$ cat config.mk
export PLATFORM = sky130hd
export DESIGN_NAME = pc_sequencer
export DESIGN_NICKNAME = d
export VERILOG_FILES = /design/src/rtl/pcseq_pkg.sv /design/src/rtl/pc_sequencer_pc_next_mux.sv /design/src/rtl/pc_sequencer.sv
export SDC_FILE = /design/constraint.sdc
export NUM_CORES = 1
export LEC_CHECK = 0
export ABC_AREA = 1
export CAP_MARGIN = 10
export CORE_MARGIN = 10
export CORE_UTILIZATION = 45
export DETAILED_ROUTE_END_ITERATION = 8
export PLACE_DENSITY = 0.88
export SETUP_SLACK_MARGIN = 0.15
export SYNTH_ARGS = -nofsm -noshare
export SYNTH_HDL_FRONTEND = slang
export SYNTH_SLANG_ARGS = --single-unit
$ cat constraint.sdc
create_clock -name clk -period 6.9 [get_ports clk]
set_input_delay 1.38 -clock clk [delete_from_list [all_inputs] [get_ports clk]]
set_output_delay 1.38 -clock clk [all_outputs]
set_load 0.01 [all_outputs]
$ cat src/rtl/pcseq_pkg.sv
// Shared definitions for the PC sequencer: state encodings, default vectors
// and the cause code reported when the multiply/divide watchdog fires.
package pcseq_pkg;

    typedef enum logic [2:0] {
        ST_IDLE     = 3'd0,
        ST_FETCH    = 3'd1,
        ST_DECODE   = 3'd2,
        ST_EXEC     = 3'd3,
        ST_WAIT_MDU = 3'd4,
        ST_UPDATE   = 3'd5
    } pcseq_state_e;

    localparam logic [31:0] PCSEQ_RESET_VECTOR = 32'h0040_0000;
    localparam logic [31:0] PCSEQ_EXC_VECTOR   = 32'h0040_0004;
    localparam logic [4:0]  PCSEQ_WDOG_CAUSE   = 5'h0D;
    localparam int          PCSEQ_WDOG_LIMIT   = 64;

    // Instruction addresses are word aligned; clear the byte offset bits.
    function automatic logic [31:0] word_align(input logic [31:0] addr);
        return {addr[31:2], 2'b00};
    endfunction

endpackage

$ cat src/rtl/pc_sequencer_pc_next_mux.sv
// Next-PC priority selector with the sequential +4 adder.
// Priority: exception > ERET > jump > branch > pc_cur+4. Result is word aligned.
module pc_next_mux
    import pcseq_pkg::*;
#(
    parameter logic [31:0] EXC_VECTOR = PCSEQ_EXC_VECTOR
) (
    input  logic        exc_i,
    input  logic        eret_i,
    input  logic [31:0] epc_i,
    input  logic        jump_i,
    input  logic [31:0] jump_target_i,
    input  logic        branch_i,
    input  logic [31:0] branch_target_i,
    input  logic [31:0] pc_cur_i,
    output logic [31:0] pc_next_o
);

    logic [31:0] pc_inc;
    logic [31:0] target;

    // Sequential successor; wraps naturally at the top of the address space.
    assign pc_inc = pc_cur_i + 32'd4;

    // Fixed-priority selection of the redirect source.
    always_comb begin
        target = pc_inc;
        if (exc_i) begin
            target = EXC_VECTOR;
        end else if (eret_i) begin
            target = epc_i;
        end else if (jump_i) begin
            target = jump_target_i;
        end else if (branch_i) begin
            target = branch_target_i;
        end
        pc_next_o = word_align(target);
    end

endmodule

$ cat src/rtl/pc_sequencer.sv
// Multi-cycle instruction sequencer owning the PC register of the MIPS core.
// Steps IDLE -> FETCH -> DECODE -> EXEC -> [WAIT_MDU] -> UPDATE, drives the
// PC register enable/data, captures EPC/cause on exceptions and counts
// retired instructions.
// Optional feature: define PCSEQ_WATCHDOG_EN to bound WAIT_MDU to WDOG_LIMIT
// cycles; on expiry wdog_trip sets (sticky) and the instruction is retired
// as an exception with cause 5'h0D.
module pc_sequencer
    import pcseq_pkg::*;
#(
    parameter logic [31:0] RESET_VECTOR = PCSEQ_RESET_VECTOR,
    parameter logic [31:0] EXC_VECTOR   = PCSEQ_EXC_VECTOR,
    parameter int          WDOG_LIMIT   = PCSEQ_WDOG_LIMIT
) (
    input  logic        clk,
    input  logic        rst,
    input  logic        run,
    input  logic        fetch_ack,
    input  logic [31:0] pc_cur,
    input  logic        branch_taken,
    input  logic [31:0] branch_target,
    input  logic        jump_valid,
    input  logic [31:0] jump_target,
    input  logic        eret_req,
    input  logic [31:0] epc_in,
    input  logic        exc_req,
    input  logic [4:0]  exc_cause,
    input  logic        mdu_busy,
    output logic        pc_ena,
    output logic [31:0] pc_next,
    output logic        fetch_req,
    output logic        epc_we,
    output logic [31:0] epc_out,
    output logic [4:0]  cause_out,
    output logic [31:0] retired_cnt,
    output logic [2:0]  state_o,
    output logic        wdog_trip
);

    pcseq_state_e state_q;
    logic         fetch_req_q;
    logic         epc_we_q;
    logic [31:0]  epc_out_q;
    logic [4:0]   cause_q;
    logic [31:0]  retired_q;
    logic         exc_eff;
    logic [31:0]  mux_pc;

`ifdef PCSEQ_WATCHDOG_EN
    localparam logic [15:0] WDOG_LAST = 16'(WDOG_LIMIT - 1);

    logic [15:0]  wdog_cnt_q;
    logic         wdog_trip_q;
    logic         wdog_force_q;

    // A watchdog expiry is retired through the exception path.
    assign exc_eff   = exc_req | wdog_force_q;
    assign wdog_trip = wdog_trip_q;
`else
    logic         unused_wdog;

    assign unused_wdog = ^WDOG_LIMIT;
    assign exc_eff     = exc_req;
    assign wdog_trip   = 1'b0;
`endif

    pc_next_mux #(
        .EXC_VECTOR (EXC_VECTOR)
    ) u_mux (
        .exc_i           (exc_eff),
        .eret_i          (eret_req),
        .epc_i           (epc_in),
        .jump_i          (jump_valid),
        .jump_target_i   (jump_target),
        .branch_i        (branch_taken),
        .branch_target_i (branch_target),
        .pc_cur_i        (pc_cur),
        .pc_next_o       (mux_pc)
    );

    // PC register load: forced during reset because the register ignores rst
    // without its enable; otherwise only in UPDATE. Requests only matter then.
    assign pc_ena  = rst | (state_q == ST_UPDATE);
    assign pc_next = (rst || state_q == ST_IDLE) ? RESET_VECTOR : mux_pc;

    assign fetch_req   = fetch_req_q;
    assign epc_we      = epc_we_q;
    assign epc_out     = epc_out_q;
    assign cause_out   = cause_q;
    assign retired_cnt = retired_q;
    assign state_o     = state_q;

    // Sequencer FSM with registered fetch request, EPC capture and counters.
    always_ff @(posedge clk or posedge rst) begin
        if (rst) begin
            state_q      <= ST_IDLE;
            fetch_req_q  <= 1'b0;
            epc_we_q     <= 1'b0;
            epc_out_q    <= 32'd0;
            cause_q      <= 5'd0;
            retired_q    <= 32'd0;
`ifdef PCSEQ_WATCHDOG_EN
            wdog_cnt_q   <= 16'd0;
            wdog_trip_q  <= 1'b0;
            wdog_force_q <= 1'b0;
`endif
        end else begin
            epc_we_q <= 1'b0;
            case (state_q)
                ST_IDLE: begin
                    if (run) begin
                        state_q     <= ST_FETCH;
                        fetch_req_q <= 1'b1;
                    end
                end
                ST_FETCH: begin
                    if (fetch_ack) begin
                        state_q     <= ST_DECODE;
                        fetch_req_q <= 1'b0;
                    end
                end
                ST_DECODE: begin
                    state_q <= ST_EXEC;
                end
                ST_EXEC: begin
                    state_q <= mdu_busy ? ST_WAIT_MDU : ST_UPDATE;
                end
                ST_WAIT_MDU: begin
`ifdef PCSEQ_WATCHDOG_EN
                    if (!mdu_busy) begin
                        state_q    <= ST_UPDATE;
                        wdog_cnt_q <= 16'd0;
                    end else if (wdog_cnt_q == WDOG_LAST) begin
                        state_q      <= ST_UPDATE;
                        wdog_cnt_q   <= 16'd0;
                        wdog_trip_q  <= 1'b1;
                        wdog_force_q <= 1'b1;
                    end else begin
                        wdog_cnt_q <= wdog_cnt_q + 16'd1;
                    end
`else
                    if (!mdu_busy) begin
                        state_q <= ST_UPDATE;
                    end
`endif
                end
                ST_UPDATE: begin
                    if (exc_eff) begin
                        epc_we_q  <= 1'b1;
                        epc_out_q <= pc_cur;
`ifdef PCSEQ_WATCHDOG_EN
                        cause_q   <= wdog_force_q ? PCSEQ_WDOG_CAUSE : exc_cause;
`else
                        cause_q   <= exc_cause;
`endif
                    end else begin
                        retired_q <= retired_q + 32'd1;
                    end
`ifdef PCSEQ_WATCHDOG_EN
                    wdog_force_q <= 1'b0;
`endif
                    if (run) begin
                        state_q     <= ST_FETCH;
                        fetch_req_q <= 1'b1;
                    end else begin
                        state_q     <= ST_IDLE;
                        fetch_req_q <= 1'b0;
                    end
                end
                default: begin
                    state_q     <= ST_IDLE;
                    fetch_req_q <= 1'b0;
                end
            endcase
        end
    end

endmodule

Word-level counts from Yosys, hierarchy flattened
Index checks and enable logic that the tools add are counted.
Widths: inputs -> output; s select.
{"block": "word_totals", "ff_bits": 74, "latchBits": 0, "ram_bits": 0, "mem_bits_ro": 0, "out_inout_bits": 108, "wordCells": 43, "memories": 0}
{"block": "classes", "add_sub_neg": 2, "n_mul": 0, "n_div": 0, "n_lt_le_gt_ge": 0, "eq_ne": 8, "n_shift": 0, "muxes": 17, "n_bitwise": 3, "n_reduce_logical": 7}
{"op": "$mux 32", "n": 5}
{"op": "$add 32x1->32 const B", "n": 1}
{"op": "$add 32x3->32 const B", "n": 1}
{"op": "$pmux 3 s6", "n": 1}
{"op": "$mux 3", "n": 3}
{"op": "$mux 1", "n": 7}
{"op": "$eq 3x2->1 const B", "n": 2}
{"op": "$eq 3x3->1 const B", "n": 2}
{"op": "$ne 2x2->1 const B", "n": 3}
{"op": "$reduce_and 3->1", "n": 2}
{"op": "$pmux 1 s4", "n": 1}
{"op": "$reduce_and 2->1", "n": 2}
{"op": "$eq 3x1->1 const B", "n": 1}
{"op": "$logic_not 3->1", "n": 1}
{"op": "$reduce_or 3->1", "n": 1}
{"op": "$not 1->1", "n": 2}
{"op": "$logic_or 1x1->1", "n": 1}
{"op": "$or 1x1->1", "n": 1}

Depth between registers and ports, before layout
{"block": "logic_depth", "depth_word": 6, "mapped_depth": 12, "ltp_nobuf": 12}

By module
From an unflattened synthesis, not the netlist that was laid out.
{"block": "unflattened", "hier_cells": 883, "area_unflattened_um2": 5624.1}
{"module": "pc_sequencer", "n_inst": 1, "cells_per_inst": 507, "area_each_um2": 3772.4, "seq_area_each_um2": 1851.8}
{"module": "pc_next_mux", "n_inst": 1, "cells_per_inst": 376, "area_each_um2": 1851.8, "seq_area_each_um2": 0.0}

Least setup slack after synthesis
No wires, ideal clock.
{"block": "synth_timing", "path_kind": "input to output", "startpoint": "input rst", "endpoint": "output pc_ena", "t_arrival_ps": 3234, "setup_slack_ps": 2286, "stages": 2, "path_cell_list": "inv_1 > nand2_1"}
{"block": "synth_via", "elab_chain_cells": 1}
{"item": "start: declaration", "line": "pc_sequencer.sv:16", "text": "input logic rst,"}
{"item": "$or 1x1->1", "line": "pc_sequencer.sv:83", "text": "assign pc_ena = rst | (state_q == ST_UPDATE);"}
{"item": "end: declaration", "line": "pc_sequencer.sv:29", "text": "output logic pc_ena,"}
Every way passes these cells.

Worst setup path after layout
{"block": "layout_timing", "startpoint": "input pc_cur[3]", "endpoint": "output pc_next[28]"}
{"block": "layout_via", "elab_chain_cells": 6}
{"item": "start: declaration", "line": "pc_sequencer.sv:19", "text": "input logic [31:0] pc_cur,"}
{"item": "$add 32x3->32", "line": "pc_sequencer_pc_next_mux.sv:23", "text": "assign pc_inc = pc_cur_i + 32'd4;"}
{"item": "$mux 32", "line": "pc_sequencer_pc_next_mux.sv:34", "text": "end else if (branch_i) begin"}
{"item": "$mux 32", "line": "pc_sequencer_pc_next_mux.sv:32", "text": "end else if (jump_i) begin"}
{"item": "$mux 32", "line": "pc_sequencer_pc_next_mux.sv:30", "text": "end else if (eret_i) begin"}
{"item": "$mux 32", "line": "pc_sequencer_pc_next_mux.sv:28", "text": "if (exc_i) begin"}
{"item": "$mux 32", "line": "pc_sequencer.sv:84", "text": "assign pc_next = (rst || state_q == ST_IDLE) ? RESET_VECTOR : mux_pc;"}
{"item": "end: declaration", "line": "pc_sequencer.sv:30", "text": "output logic [31:0] pc_next,"}
Every way passes these cells.

==> impl.org <==
** Power and ir drop
- Power dissipated by switching net loads :: 664.7 uW
- Power per cell area :: 244.4 nW/um^2
- Static Leakage :: 0.003660 uW
- Proportion of power drawn by the clock network :: 27.0%
- Switch share :: 34.02%
- Internal power contribution :: 1289 uW
- The worst-case IR drop observed on VDD is 227.9 uV.
- Sequential cells burn 32.5% of the power.
- Final Power :: 1954 uW
- Of the total power, combinational logic draws 40.5%.

** Route
- For this block, the via count after detailed routing is 5992.
- DRT iter0 DRCs :: 511
- The detail route stage leaves a number of antenna-violating nets equal to 0.
- Iteration count of the initial detailed-routing pass :: 5
- Wire length per cell :: 18.06 um
- Wires add up to 20.73 mm.
- After detailed routing, the number of vias per cell comes to 5.220.
- After detailed routing, the number of remaining DRC violations is 0.

** Die
- Number of core rows :: 39
- Total core area :: 11320 sq um
- In this run the count of I/O pins placed on the die edge is 250.
- Die Width :: 127.2 um
- Starting utilization of the core area :: 45.69%
- The floorplan step defined a die boundary enclosing 16180 sq um.
- In this run the vertical extent of the chip is 127.2 um.

** Synthesis
- Portion of synthesized cell area occupied by the leading cell type :: 35.80%
- The synthesized netlist contains 38 unique library cells.
- Mean Syn Cell Area :: 6.691 sq um
- Synthesis produced 773 cells.
- For this run, the register share of the synthesized area comes to 35.80%.
- For this run, the leading register cell type out of synthesis is sky130_fd_sc_hd__dfrtp_1.
- In the synthesized netlist the async set-or-reset flop fraction comes to 100.0%.
- The biggest area contributor in the post-synthesis netlist is sky130_fd_sc_hd__dfrtp_1.
- Most frequent cell after synthesis :: sky130_fd_sc_hd__nand2_1
- Cell area after synthesis :: 5172 sq um
- Number of enable-type register cells in the synthesized netlist :: 0
- Counting flops and latches in the post-synthesis netlist gives 74.
- For this run, the number of Yosys warnings is 0.
- Synth top area cells :: sky130_fd_sc_hd__dfrtp_1 36%, sky130_fd_sc_hd__nand2_1 17%, sky130_fd_sc_hd__nor2_1 6.6%, sky130_fd_sc_hd__a21oi_1 6.1%, sky130_fd_sc_hd__o21ai_0 5.9%
- Commonest cells post-synth :: 238 x sky130_fd_sc_hd__nand2_1, 91 x sky130_fd_sc_hd__nor2_1, 74 x sky130_fd_sc_hd__dfrtp_1

** Final layout
- Compared with the post-synthesis result, the final layout area differs by 54.57%.
- Of the cells placed in the final design, the portion with a size suffix greater than 1 is 5.871%.
- Number of antenna repair diodes :: 0
- Util after Layout :: 70.62%
- Net total in the final layout :: 1144
- With fillers left out, the area of the finished cells amounts to 7995 sq um.

** STA
- In the finished design, the share of the clock period the worst path needs comes to 78.04%.
- In this run the tightest slew margin relative to its limit is 37.25%.
- The clock arrives with 0.007866 ns of skew.
- The routed design could run at a clock period as short as 5.385 ns.
- Setup repair after global routing left no endpoint under its margin.
- The count of final max-slew check failures was 0.
- At the pin with the least slew margin, the transition time is 0.9413 ns.
- Based on the critical path, the design can be clocked at up to 185.7 MHz.
- The number of failing hold endpoints at the final stage is 0.
- Count of final setup violators :: 0
- Post-Route Setup TNS :: 0 ns

** Place
- After detailed placement, the total cell area comes to 7659 sq um.
- Quantity of I/O buffers inserted on ports :: 240
- Weighted congestion reported at the end of routability-driven placement :: 1.032
- Detailed placement finished with a half-perimeter wire length of 16.51 mm.

** CTS
- The clock tree synthesis step divided the H-tree into 3 levels.
- Clock tree buffer depth :: 2
- Buffers added to address setup during post-CTS repair amount to 0.
- At the later pin of the worst-skew pair, clock insertion delay measures 0.34 ns.
- Number of CTS-inserted buffers :: 9
- Sinks on the clock net :: 74
- TritonCTS clock tree :: built
- Buffers inserted to repair hold after CTS numbered 0.
- Post-CTS clock slew at the launch and capture registers of the worst setup and hold paths :: 0.06 ns
- Post-CTS repair changed the size of 0 cells.
- In this run the clock root is driven by a sky130_fd_sc_hd__clkbuf_16.

** Setup path
- Setup CP Type :: in -> out
- Data on the critical path arrives at its endpoint at 4.00 ns.
- Maximum fanout count along the critical path :: 6
- Required arrival time at the worst endpoint :: 5.52 ns
- Critical path launch point type :: primary input
- STA classifies the critical path endpoint as an output port.

** GRT
- Congestion Overflow GR :: 0
- Wire length of the first global-routing pass :: 32.14 mm
- For this run, the total global-route usage over all layers was measured as 24.63%.
- The number of antenna violations at the first check in global routing came to 0.
- The number of global-route vias before repair is 6108.
- Entering global routing, the biggest net connects 75 pins.

** Worst hold path
- The worst hold path belongs to the class reg -> reg.

** Job
- Maximum capacitance violations :: 0

** Outcome
- The run finished with clean final reports.
## logic make-up after synthesis
family | Yosys count | synth area share, %
AO/OA/AOI/OAI | 140 | 14.01
XOR/XNOR | 37 | 6.265
adder cells (fa/ha/maj) | 2 | 0.4837
buffers and inverters | 100 | 7.741
flip-flops | 74 | 35.80
other | 1 | 0.07250
AND/OR/NAND/NOR | 419 | 35.63
## metrics by stage
step                      cells  setup WS [ns]  hold WS (ns)
final                      1148          1.515        0.4685
after global routing       1148          1.337        0.4990
after CTS                  1148          1.562        0.4726
after detailed placement   1132          1.596        0.4586
after global placement     1132          1.610        0.4529
after floorplan             775          2.286        0.5059
## worst paths after layout
path / end / start / slack [ns] / depth (start not counted)
min: cause_out[2] / cause_out[2] / 0.47 / 2
max reg2reg: epc_out[30] / state_o[1] / 4.63 / 7
max in group asynchronous: epc_out[6] / rst / 4.59 / 3
min in group asynchronous: retired_cnt[5] / rst / 1.70 / 3
max: pc_next[28] / pc_cur[3] / 1.52 / 13
min reg2reg: cause_out[2] / cause_out[2] / 0.47 / 2
## power by group through the flow
stage / clock network, uW / registers (uW) / logic (uW)
floorplan: 0 / 688 / 280
global placement: 0 / 635 / 781
detailed placement: 0 / 638 / 793
CTS: 533 / 635 / 798
global route: 553 / 653 / 865
finish: 528 / 636 / 790
## placed cells by master (no fill, tap or decap), drive strengths merged, types with 3 or more instances in the layout
master	Yosys	layout
o211ai	6	6
clkbuf	20	10
conb	1	3
nor2	104	104
inv	69	70
dfrtp	74	74
xnor2	12	12
a21oi	63	63
buf	11	5
or2	8	8
xor2	25	25
nand4	8	8
clkinv	0	3
nor3	6	6
nand3	41	41
nand2	245	245
o21ai	67	67
clkdlybuf4s50	0	240
## critical path, cell delays in order
cell	delay, ns
sky130_fd_sc_hd__clkdlybuf4s50_1	0.54
sky130_fd_sc_hd__ha_1	0.19
sky130_fd_sc_hd__nand2_1	0.10
sky130_fd_sc_hd__nor2_4	0.18
sky130_fd_sc_hd__nand2_1	0.15
sky130_fd_sc_hd__nor2_1	0.33
sky130_fd_sc_hd__nand2_1	0.10
sky130_fd_sc_hd__nand2_1	0.06
sky130_fd_sc_hd__nand2_1	0.05
sky130_fd_sc_hd__nand2_1	0.05
sky130_fd_sc_hd__nand2_1	0.10
sky130_fd_sc_hd__a21oi_1	0.14
sky130_fd_sc_hd__clkdlybuf4s50_1	0.61
## layer usage
layer / track usage (%) / vias up / routed length (um)
li1: - / 2926 / -
met2: 43.71 / 280 / 10410
met3: 10.59 / 39 / 2186
met4: 9.042 / 0 / 665
met1: 25.23 / 2747 / 7466
met5: 0 / - / 0
## sequential cells by signal, indices dropped and copies added (netlist names)
name,flops
epc_out,32
retired_cnt,32
cause_out,5
state_o,3
epc_we,1
fetch_req,1
## layout make-up
cell class,count,area (sq um)
fillers,931,3326
multi-input cells,601,2928
flip-flops and latches,74,1852
well taps,143,178.9
clock inverters,6,97.59
inverters,69,260.3
repair buffers,245,2440
clock buffers,10,239.0
Note: power is estimated with default switching activity, not from simulation.
